## src/rtl/matled_varredura.sv

```systemverilog
// Column-multiplexed LED matrix scanner with a double-buffered frame image.
// The image only swaps at frame boundaries, so a frame never shows mixed data.
module matled_varredura #(
    parameter int ROWS  = 4,
    parameter int COLS  = 2,
    parameter int DIV   = 50000,
    parameter int BLANK = 16
) (
    input  logic                 clock,
    input  logic                 reset,
    input  logic                 enable,
    input  logic                 load,
    input  logic [ROWS*COLS-1:0] chaves,
    output logic [ROWS-1:0]      l,
    output logic [COLS-1:0]      c,
    output logic                 frame_done
);

    localparam int PW = (DIV > 1) ? $clog2(DIV) : 1;
    localparam int CW = (COLS > 1) ? $clog2(COLS) : 1;

    localparam logic [PW-1:0] PRE_LAST   = PW'(DIV - 1);
    localparam logic [PW-1:0] BLANK_LAST = PW'((BLANK > 0) ? BLANK - 1 : 0);
    localparam logic [CW-1:0] COL_LAST   = CW'(COLS - 1);

    if (ROWS < 1 || COLS < 1 || BLANK < 0 || DIV <= BLANK) begin : g_bad_params
        $error("matled_varredura: illegal parameters (need ROWS>=1, COLS>=1, BLANK>=0, DIV>BLANK)");
    end

    typedef enum logic [1:0] {
        ST_IDLE,
        ST_BLANK,
        ST_SHOW
    } state_t;

    state_t                 state;
    logic [CW-1:0]          col;
    logic [PW-1:0]          pre;
    logic [ROWS*COLS-1:0]   shadow;
    logic [ROWS*COLS-1:0]   active;
    logic                   pending;

    // With no dead time a new slot goes straight to SHOW.
    localparam state_t SLOT_START = (BLANK == 0) ? ST_SHOW : ST_BLANK;

    logic boundary;

    always_comb begin
        boundary = 1'b0;
        if (enable) begin
            if (state == ST_IDLE)
                boundary = 1'b1;
            else if (state == ST_SHOW && pre == PRE_LAST && col == COL_LAST)
                boundary = 1'b1;
        end
    end

    always_ff @(posedge clock) begin
        if (reset) begin
            state   <= ST_IDLE;
            col     <= '0;
            pre     <= '0;
            shadow  <= '0;
            active  <= '0;
            pending <= 1'b0;
        end else begin
            if (load)
                shadow <= chaves;

            // A load landing on the boundary edge bypasses the shadow copy.
            if (boundary) begin
                if (load) begin
                    active  <= chaves;
                    pending <= 1'b0;
                end else if (pending) begin
                    active  <= shadow;
                    pending <= 1'b0;
                end
            end else if (load) begin
                pending <= 1'b1;
            end

            if (!enable) begin
                state <= ST_IDLE;
                col   <= '0;
                pre   <= '0;
            end else begin
                case (state)
                    ST_IDLE: begin
                        state <= SLOT_START;
                        col   <= '0;
                        pre   <= '0;
                    end
                    ST_BLANK: begin
                        pre <= pre + PW'(1);
                        if (pre == BLANK_LAST)
                            state <= ST_SHOW;
                    end
                    ST_SHOW: begin
                        if (pre == PRE_LAST) begin
                            pre   <= '0;
                            state <= SLOT_START;
                            col   <= (col == COL_LAST) ? '0 : col + CW'(1);
                        end else begin
                            pre <= pre + PW'(1);
                        end
                    end
                    default: begin
                        state <= ST_IDLE;
                        col   <= '0;
                        pre   <= '0;
                    end
                endcase
            end
        end
    end

    always_comb begin
        c = '0;
        l = '1;
        if (state == ST_SHOW) begin
            c[col] = 1'b1;
            for (int r = 0; r < ROWS; r++)
                l[r] = ~active[r*COLS + int'(col)];
        end
    end

    assign frame_done = (state == ST_SHOW) && (col == COL_LAST) && (pre == PRE_LAST);

endmodule

```

## config.mk

```make
export PLATFORM = sky130hd
export DESIGN_NAME = matled_varredura
export DESIGN_NICKNAME = d
export VERILOG_FILES = /design/src/rtl/matled_varredura.sv
export SDC_FILE = /design/constraint.sdc
export NUM_CORES = 1
export LEC_CHECK = 0
export BUFFER_PORTS_ARGS = -buffer_cell sky130_fd_sc_hd__buf_2
export CAP_MARGIN = 20
export CORE_UTILIZATION = 30
export CTS_CLUSTER_DIAMETER = 50
export CTS_CLUSTER_SIZE = 10
export DETAILED_ROUTE_END_ITERATION = 8
export PLACE_DENSITY = 0.49
export RECOVER_POWER = 50
export SYNTH_ARGS = -nofsm -noshare
export SYNTH_HDL_FRONTEND = slang
export SYNTH_SLANG_ARGS = --single-unit
```

## constraint.sdc

```tcl
create_clock -name clock -period 2.7 [get_ports clock]
set_clock_uncertainty 0.2 [all_clocks]
set_input_delay 0.135 -clock clock [delete_from_list [all_inputs] [get_ports clock]]
set_output_delay 0.135 -clock clock [all_outputs]
set_load 0.005 [all_outputs]
```

==> metrics.md, run 1 <==
| Metric | Value |
|---|---|
| FF/Latch Area | slightly above 700 um^2 |
| Clock power frac | 0.380 |
| Final setup violation count | 0 |
| Worst Path Required | 2.67 ns |
| Die height | 76.9 um |
| # diodes | 0 |
| Sink Count | 36 |
| First-pass GRT wire length | 5.60 mm |
| CTS buffer count | 5 |
| Hold Fails Final Rpt | 0 |
| Synth Cell Area | approximately 0.0017 mm^2 |
| LEAKAGE | 0.788 nW |
| DRT antenna net count | 0 |
| CTS tree | done |
| Most common cell after layout, fill and taps aside | dfxtp_1 |
| GR Util met3 | 0.0333 |
| Logic pwr share | 0.075 |
| Crit Path Category | reg2reg |
| RSZ-0062 raised after global routing | false |
| Clk pin slew, worst setup/hold paths | 0.07 ns |
| DRT Pass-1 Iters | 4 |
| Max Slew Vio Count | 0 |
| Pwr Density | 508 mW/mm^2 |
| Number of library cell types mapped by synthesis | 35 |
| Met1 Usage GRT | 0.159 |
| Worst rel slew slack | 0.707 |
| Maximum clock rate | 399 MHz |
| Switch share | 0.213 |
| Met2 Usage GRT | 0.186 |
| Sequential power share | 0.545 |
| Commonest cells after routing, fill and taps aside | 36 x dfxtp_1, 30 x nor2_1, 15 x buf_2, 12 x mux2_2, 11 x nor2b_1 |
| Most used routing layer | met2 |
| Clock Tree Buf Depth | 2 |
| Worst skew pair latency | between 0.2 and 0.3 ns |
| Psw | 0.216 mW |
| Syn Nets | 186 |
| Number of gates resized after CTS | 0 |
| I/O pin count | 19 |
| Internal power | 0.796 mW |
| Fin crit period | 2.50 ns |
| Die X | 76.9 um |
| Max-capacitance violation count | 0 |
| Buffers added on ports | 18 |
| Core footprint | ~0.0052 mm^2 |
| Tot GR Track Use | 0.122 |
| Largest net degree at the start of global routing | 20 |
| Ys Warns | 0 |
| CP endpoint kind | flip-flop |
| Seq/Total Area, Yosys | 0.428 |
| Vias in the first global route | 1217 |
| Final setup TNS | 0 ns |
| Flops & latches, synth | 36 |
| Pre-CTS worst setup slack | 0.176 ns |
| Layout fillers | 531 |
| Total congestion overflow | 0 |
| Fin worst setup slack | 0.196 ns |
| 1st-iter DRT viols | 37 |
| Area grow syn2layout | 18.4% |
| Root buffer cell | clkbuf_8 |
| Synthesized area per cell | approximately 10 um^2 |
| RD Place Congestion | about 0.75 |
| Max FO, Critical Path | 16 |
| Via density | 4.52 |
| HP Class | in2reg |
| Pwr Total | 1.01 mW |
| Final wirelength | ~3.2 mm |
| Avg WL per Cell | 11.9 um |
| Period Utilization, post-route | 0.927 |
| Data arrival, critical path | roughly 2.5 ns |
| Worst Tran Pin Value | 0.439 ns |
| Via count | 1215 |
| Synthesized instance count | between 150 and 200 |
| Status | finished clean |
| Initial core utilization | 0.321 |
| Layout cells sized above 1 | 0.206 |
| Critical path launch point type | flip-flop |
| # nets final | 215 |
| Initial antenna violation count | 0 |
| Htree depth | 2 |
| # rows | 26 |
| Post-DP HPWL | 2.36 mm |
| Worst vdd ir | 226 uV |
| DRC | 0 |
| Area of the multi-input gates | 902 um^2 |
| Die Area | 0.00591 mm^2 |
registers in the layout (all words and copies together), names as in the netlist:
register	flops
state	2
pre	16
active	8
shadow	8
pending	1
col	1
routing by layer:
layer,part of all wire,vias up
met3,0.040,4
met4,0.015,0
met1,0.50,562
met5,0,-
met2,0.45,20
li1,-,629
worst max-delay path, cell delays in order, from the launching register on:
cell and delay [ns]:
dfxtp_1 0.36, or4_4 0.57, or4_1 0.57, a21oi_1 0.30, nand3b_4 0.30, nor2_1 0.07
power groups by stage:
| stage | sequential (mW) | clock [mW] | combinational (mW) |
|---|---|---|---|
| after CTS | 0.552 | 0.401 | 0.0785 |
| after global placement | 0.563 | 0 | 0.0654 |
| after floorplan | 0.562 | 0 | 0.0516 |
| after detailed placement | 0.564 | 0 | 0.0681 |
| final | 0.552 | 0.384 | 0.0759 |
| after global routing | 0.553 | 0.428 | 0.0846 |
worst paths after layout:
kind | from | slack (ns) | cells past startpoint | end
min reg2reg | pre[0] | 0.25 | 1 | pre[0]
min | reset | 0.07 | 2 | shadow[6]
max | pre[4] | 0.20 | 5 | pre[2]
max reg2reg | pre[4] | 0.20 | 5 | pre[2]
repair_timing:
action | 4_1_cts | 5_1_grt
buffers inserted | 0 | 0
endpoints found under the hold margin | 9 | 0
hold buffers | 9 | 0
area by class of cell:
class | count | share of cell area
Timing Repair Buffer | 28 | 0.0905
Inverter | 3 | 0.00565
Tap cell | 70 | 0.0440
Multi-Input combinational cell | 124 | 0.453
Clock buffer | 8 | 0.0452
Sequential cell | 36 | 0.362
cells by family (layout without fill, tap and decap cells):
group / after synthesis / in the layout / synth area share
AO/OA/AOI/OAI: 6 / 6 / 0.0387
XOR/XNOR: 14 / 14 / 0.0729
adder cells (fa/ha/maj): 5 / 5 / 0.0372
buffers and inverters: 9 / 39 / 0.0268
flip-flops: 36 / 36 / 0.428
multiplexers: 21 / 21 / 0.134
AND/OR/NAND/NOR: 78 / 78 / 0.262
stage by stage:
stage,instances,utilization,cell area [um^2],hold WS [ns]
global route,269,0.380,1990,0.0910
CTS,269,0.385,2010,0.0658
finish,269,0.380,1990,0.0692
floorplan,169,-,1680,0.111
global placement,252,0.350,1830,0.221
detailed placement,252,0.350,1830,0.220
cells in the mapped netlist:
cell type / n / area share
o211ai_1: 1 / 0.0045
nor2_1: 30 / 0.067
nand3b_4: 1 / 0.012
mux2_2: 12 / 0.080
nor3b_4: 1 / 0.011
and4_1: 1 / 0.0052
or3_1: 1 / 0.0037
and2_4: 1 / 0.0052
dfxtp_1: 36 / 0.43
or4_4: 2 / 0.013
ha_1: 5 / 0.037
o31a_1: 1 / 0.0052
xor2_1: 10 / 0.052
clkbuf_1: 4 / 0.0089
or3b_2: 1 / 0.0052
inv_1: 3 / 0.0067
buf_1: 1 / 0.0022
or4_1: 1 / 0.0045
nand4_1: 5 / 0.019
nand2_1: 9 / 0.020
o41ai_2: 1 / 0.0097
a21oi_2: 1 / 0.0052
mux2i_1: 9 / 0.054
nor4_4: 1 / 0.013
and3_1: 2 / 0.0074
nand3_1: 5 / 0.015
and2_1: 2 / 0.0074
nand2b_1: 1 / 0.0037
xnor2_1: 4 / 0.021
nor4_1: 1 / 0.0037
a21oi_4: 1 / 0.0097
nor3_1: 2 / 0.0059
o21bai_1: 1 / 0.0045
buf_8: 1 / 0.0089
nor2b_1: 11 / 0.041
(Power assumes the default switching activity.)
==> inputs of run 2 (changes only) <==
--- a/config.mk
+++ b/config.mk
@@ -7,11 +7,11 @@
 export LEC_CHECK = 0
 export BUFFER_PORTS_ARGS = -buffer_cell sky130_fd_sc_hd__buf_2
 export CAP_MARGIN = 20
-export CORE_UTILIZATION = 30
+export CORE_UTILIZATION = 33
 export CTS_CLUSTER_DIAMETER = 50
 export CTS_CLUSTER_SIZE = 10
 export DETAILED_ROUTE_END_ITERATION = 8
-export PLACE_DENSITY = 0.49
+export PLACE_DENSITY = 0.55
 export RECOVER_POWER = 50
 export SYNTH_ARGS = -nofsm -noshare
 export SYNTH_HDL_FRONTEND = slang
==> constraint.sdc (replaced) <==
create_clock -name clock -period 2.3 [get_ports clock]
set_clock_uncertainty 0.2 [all_clocks]
set_input_delay 0.115 -clock clock [delete_from_list [all_inputs] [get_ports clock]]
set_output_delay 0.115 -clock clock [all_outputs]
set_load 0.005 [all_outputs]
==> metrics.md, run 2 (synthesis results as in run 1) <==
| Metric | Value |
|---|---|
| Status | finished clean |
| Worst Tran Pin Value | 0.504 ns |
| Worst Path Required | approximately 2.3 ns |
| # rows | 25 |
| CP top delay family | simple AND/OR/NAND/NOR gates |
| Initial core utilization | 0.349 |
| Maximum clock rate | 448 MHz |
| Worst r2r dst | active[7] |
| HP Class | in2reg |
| Clk pin slew, worst setup/hold paths | roughly 0.07 ns |
| DRT antenna net count | 0 |
| CTS buffer count | 5 |
| Largest registers | pre (16), active (8), shadow (8) |
| Fin crit period | 2.23 ns |
| Die X | roughly 73 um |
| Layout cells sized above 1 | 0.292 |
| Buffers added on ports | 18 |
| Tot GR Track Use | 0.138 |
| Crit path buffers/inverters | 1 |
| Initial antenna violation count | 0 |
| Avg WL per Cell | 11.6 um |
| I/O pin count | 19 |
| Final core occ | 0.448 |
| Period Utilization, post-route | 0.970 |
| First-pass GRT wire length | 5.55 mm |
| Htree depth | 2 |
| Crit. path cell count | 6 |
| Layout fillers | 501 |
| Max Slew Vio Count | 0 |
| CP max-delay cell | or4_4 |
| Pwr Total | approximately 1.2 mW |
| Max FO, Critical Path | 8 |
| Pwr Density | 559 mW/mm^2 |
| CTS tree | done |
| CP Cell Sequence | or4_4 -> nor4_4 -> a21oi_2 -> nor3b_4 -> buf_12 -> mux2_2 |
| Vias in the first global route | 1239 |
| Hold Fails Final Rpt | 0 |
| Worst vdd ir | 306 uV |
| Commonest cells after routing, fill and taps aside | 35 x dfxtp_1, 30 x nor2_1, 16 x buf_4, 15 x buf_2, 12 x mux2_2 |
| Area after DPL | 0.00196 mm^2 |
| CP startpoint | pre[4] |
| DRT Pass-1 Iters | 3 |
| Worst reg2reg path depth | 6 |
| Data arrival, critical path | approximately 2.2 ns |
| CP endpoint kind | flip-flop |
| Via density | 4.40 |
| Via count | roughly 1200 |
| Flip-flop count of the largest register after layout | 16 |
| Critical path launch point type | flip-flop |
| DRC | 0 |
| # diodes | 0 |
| Post-DP HPWL | 2.38 mm |
| Core footprint | 0.00482 mm^2 |
| Largest stage delay on the critical path | 0.56 ns |
| Total congestion overflow | 0 |
| Top reg by flops | pre |
| Final setup violation count | 0 |
| Final wirelength | 3.28 mm |
| 1st-iter DRT viols | 32 |
| # nets final | approximately 230 |
| Most common cell after layout, fill and taps aside | dfxtp_1 |
| Worst skew pair latency | ~0.28 ns |
| Die Area | 0.00539 mm^2 |
| Area grow syn2layout | 28.1% |
| Worst rel slew slack | 0.664 |
| Root buffer cell | clkbuf_8 |
| RSZ-0062 raised after global routing | true |
| Die height | 73.4 um |
| Largest net degree at the start of global routing | 20 |
| Crit Path Category | reg2reg |
| LEAKAGE | 0.889 nW |
| Sink Count | 36 |
| RD Place Congestion | 0.689 |
| Max-capacitance violation count | 0 |
| RR Startpoint | pre[4] |
| Design Area, Final | 0.00216 mm^2 |
| R2R setup slack | 0.07 ns |
| Clock Tree Buf Depth | 2 |
| Final setup TNS | 0 ns |
| Crit path to | active[7] |
==> run 2: report_power, final <==
group          internal [mW]  switching [mW]  total, mW  leakage, nW
sequential             0.641         0.00643      0.647        0.293
clock                  0.243           0.217      0.460       0.0445
combinational         0.0561          0.0405     0.0966        0.551
total                  0.940           0.264       1.20        0.889
==> run 2: stage by stage <==
step / hold WS [ns] / cells / setup WS [ns]
6_report: 0.0387 / 283 / 0.0687
5_1_grt: 0.0645 / 283 / -0.0332
4_1_cts: 0.0348 / 282 / 0.0115
3_5_place_dp: 0.204 / 265 / 0.0191
3_3_place_gp: 0.200 / 265 / 0.0305
2_1_floorplan: 0.0906 / 169 / 0.0158
==> run 2: routing by layer <==
layer / GRT usage / vias up / wire, um / part of all wire
met3: 0.0370 / 7 / 113 / 0.034
met1: 0.162 / 554 / 1560 / 0.47
met5: 0 / - / 0 / 0
met4: 0.0513 / 0 / 47 / 0.014
met2: 0.240 / 20 / 1560 / 0.48
li1: - / 663 / - / -
==> run 2: layout make-up <==
cell class / count / area (um^2) / area share
clock inverters: 1 / 7.51 / 0.00348
flip-flops and latches: 36 / 722 / 0.335
inverters: 3 / 11.3 / 0.00522
repair buffers: 45 / 320 / 0.149
well taps: 67 / 83.8 / 0.0389
multi-input cells: 124 / 925 / 0.429
clock buffers: 7 / 86.3 / 0.0400
==> run 2: worst min-delay path by stage <==
stage | slack, ns | startpoint | cells after the start | end
3_3_place_gp | 0.20 | chaves[5] | 3 | shadow[5]
4_1_cts | 0.03 | reset | 2 | shadow[6]
3_5_place_dp | 0.20 | chaves[3] | 3 | shadow[3]
6_report | 0.04 | reset | 2 | shadow[6]
2_1_floorplan | 0.09 | chaves[0] | 2 | shadow[0]
5_1_grt | 0.06 | reset | 2 | shadow[7]
==> run 2: what timing repair did <==
item	in CTS	in global routing
setup endpoints to repair	1	26
endpoints found under the hold margin	11	0
buffers inserted	0	1
pin swaps	2	2
hold buffers	9	0
resized for setup	0	3
==> inputs of run 3 (changes only) <==
--- a/config.mk
+++ b/config.mk
@@ -11,8 +11,9 @@
 export CTS_CLUSTER_DIAMETER = 50
 export CTS_CLUSTER_SIZE = 10
 export DETAILED_ROUTE_END_ITERATION = 8
-export PLACE_DENSITY = 0.55
+export PLACE_DENSITY = 0.56
 export RECOVER_POWER = 50
+export SKIP_LAST_GASP = 1
 export SYNTH_ARGS = -nofsm -noshare
 export SYNTH_HDL_FRONTEND = slang
 export SYNTH_SLANG_ARGS = --single-unit
==> constraint.sdc (replaced) <==
create_clock -name clock -period 2.3 [get_ports clock]
set_clock_uncertainty 0.2 [all_clocks]
set_input_delay 0 -clock clock [delete_from_list [all_inputs] [get_ports clock]]
set_output_delay 0 -clock clock [all_outputs]
set_load 0.005 [all_outputs]
==> metrics.md, run 3 (synthesis results as in run 1) <==
| Metric | Value |
|---|---|
| Core footprint | slightly below 0.005 mm^2 |
| # rows | 25 |
| Fin crit period | 2.26 ns |
| Failing checks | hold timing |
| Tot GR Track Use | 0.138 |
| I/O pin count | 19 |
| Die height | 73.4 um |
| Sink Count | 36 |
| Max FO, Critical Path | 3 |
| Clk pin slew, worst setup/hold paths | ~0.07 ns |
| Final setup violation count | 0 |
| Die X | 73.4 um |
| Total congestion overflow | 0 |
| Via density | 4.42 |
| Critical path launch point type | flip-flop |
| Max Slew Vio Count | 0 |
| # nets final | 249 |
| Clock Tree Buf Depth | 2 |
| Flip-flop count of the largest register after layout | 16 |
| Pwr Total | roughly 1.3 mW |
| DRT antenna net count | 0 |
| Most common cell after layout, fill and taps aside | dfxtp_1 |
| Htree depth | 2 |
| # diodes | 0 |
| CTS tree | done |
| Largest registers | pre (16), active (8), shadow (8) |
| Largest net degree at the start of global routing | 20 |
| Data arrival, critical path | 2.23 ns |
| Period Utilization, post-route | 0.983 |
| Avg WL per Cell | between 10 and 15 um |
| Layout cells sized above 1 | 0.279 |
| DRT Pass-1 Iters | 4 |
| Area grow syn2layout | 39.2% |
| Root buffer cell | clkbuf_8 |
| Vias in the first global route | 1284 |
| Status | finished with violations |
| Pwr Density | about 570 mW/mm^2 |
| Via count | 1325 |
| Worst Tran Pin Value | about 0.53 ns |
| Maximum clock rate | 442 MHz |
| CTS buffer count | 5 |
| Initial core utilization | 0.349 |
| RSZ-0062 raised after global routing | true |
| RD Place Congestion | 0.745 |
| Post-DP HPWL | 2.26 mm |
| Fin worst setup slack | 0.0388 ns |
| Final wirelength | between 3 and 4 mm |
| 1st-iter DRT viols | 33 |
| Max-capacitance violation count | 0 |
| Worst skew pair latency | 0.29 ns |
| Initial antenna violation count | 0 |
| LEAKAGE | 0.984 nW |
| First-pass GRT wire length | about 5.6 mm |
| Top reg by flops | pre |
| Commonest cells after routing, fill and taps aside | 35 x dfxtp_1, 30 x nor2_1, 25 x dlygate4sd3_1, 16 x buf_2, 16 x buf_4 |
| Hold Fails Final Rpt | 1 |
| HP Class | in2reg |
| Worst Path Required | 2.27 ns |
| Buffers added on ports | 18 |
| Pre-CTS worst setup slack | 0.0236 ns |
| Final Hold Slack | -0.0511 ns |
| Worst vdd ir | 284 uV |
| Worst rel slew slack | 0.650 |
| CP endpoint kind | flip-flop |
| DRC | 0 |
| Crit Path Category | reg2reg |
| Die Area | ~0.0054 mm^2 |
-- run 3: area by class of cell --
| cell class | instances | area (um^2) |
|---|---|---|
| clock buffers | 5 | 68.8 |
| repair buffers | 61 | 482 |
| well taps | 67 | 83.8 |
| inverters | 3 | 11.3 |
| flip-flops and latches | 36 | 722 |
| clock inverters | 3 | 42.5 |
| multi-input cells | 125 | 932 |
| fillers | 487 | 2470 |
-- run 3: final timing paths --
path / cells after the start / from / end / slack [ns]
min reg2reg: 2 / pre[0] / pre[0] / 0.32
min: 2 / reset / pending / -0.05
max reg2reg: 5 / pre[13] / state[0] / 0.04
max: 5 / pre[13] / state[0] / 0.04
-- run 3: power by group --
group          internal (mW)  total (mW)  leakage [nW]  switching (mW)
Clock                  0.321       0.552        0.0541           0.232
Sequential             0.641       0.647         0.293         0.00619
Combinational         0.0823       0.130         0.637          0.0481
Total                   1.04        1.33         0.984           0.286
-- run 3: critical path: stages, from the launching register on --
cell	delay [ns]
dfxtp_2	0.32
or4_4	0.55
or3b_2	0.50
o31a_1	0.28
o211ai_1	0.21
o41ai_2	0.10
-- run 3: layer usage --
layer	part of all wire	up-vias	global-route usage
met3	0.030	4	0.0384
met4	0.013	0	0.0577
met5	0	-	0
met2	0.46	18	0.244
met1	0.50	606	0.157
li1	-	697	-
-- run 3: what timing repair did --
action | in CTS | in global routing
setup buffers | 0 | 1
endpoints found under the hold margin | 20 | 0
endpoints found under the setup margin | 0 | 28
gates resized for setup | 0 | 2
hold buffers | 26 | 0
-- run 3: through the flow --
stage	util	cells	TNS (ns)	instance area, um^2	hold slack [ns]
6_report	0.486	300	0	2340	-0.0511
5_1_grt	0.486	300	-0.369	2340	0.0166
4_1_cts	0.485	299	0	2330	0.0169
3_5_place_dp	0.408	265	0	1960	0.0811
3_3_place_gp	0.408	265	0	1960	0.0776
2_1_floorplan	-	169	0	1680	-0.0244
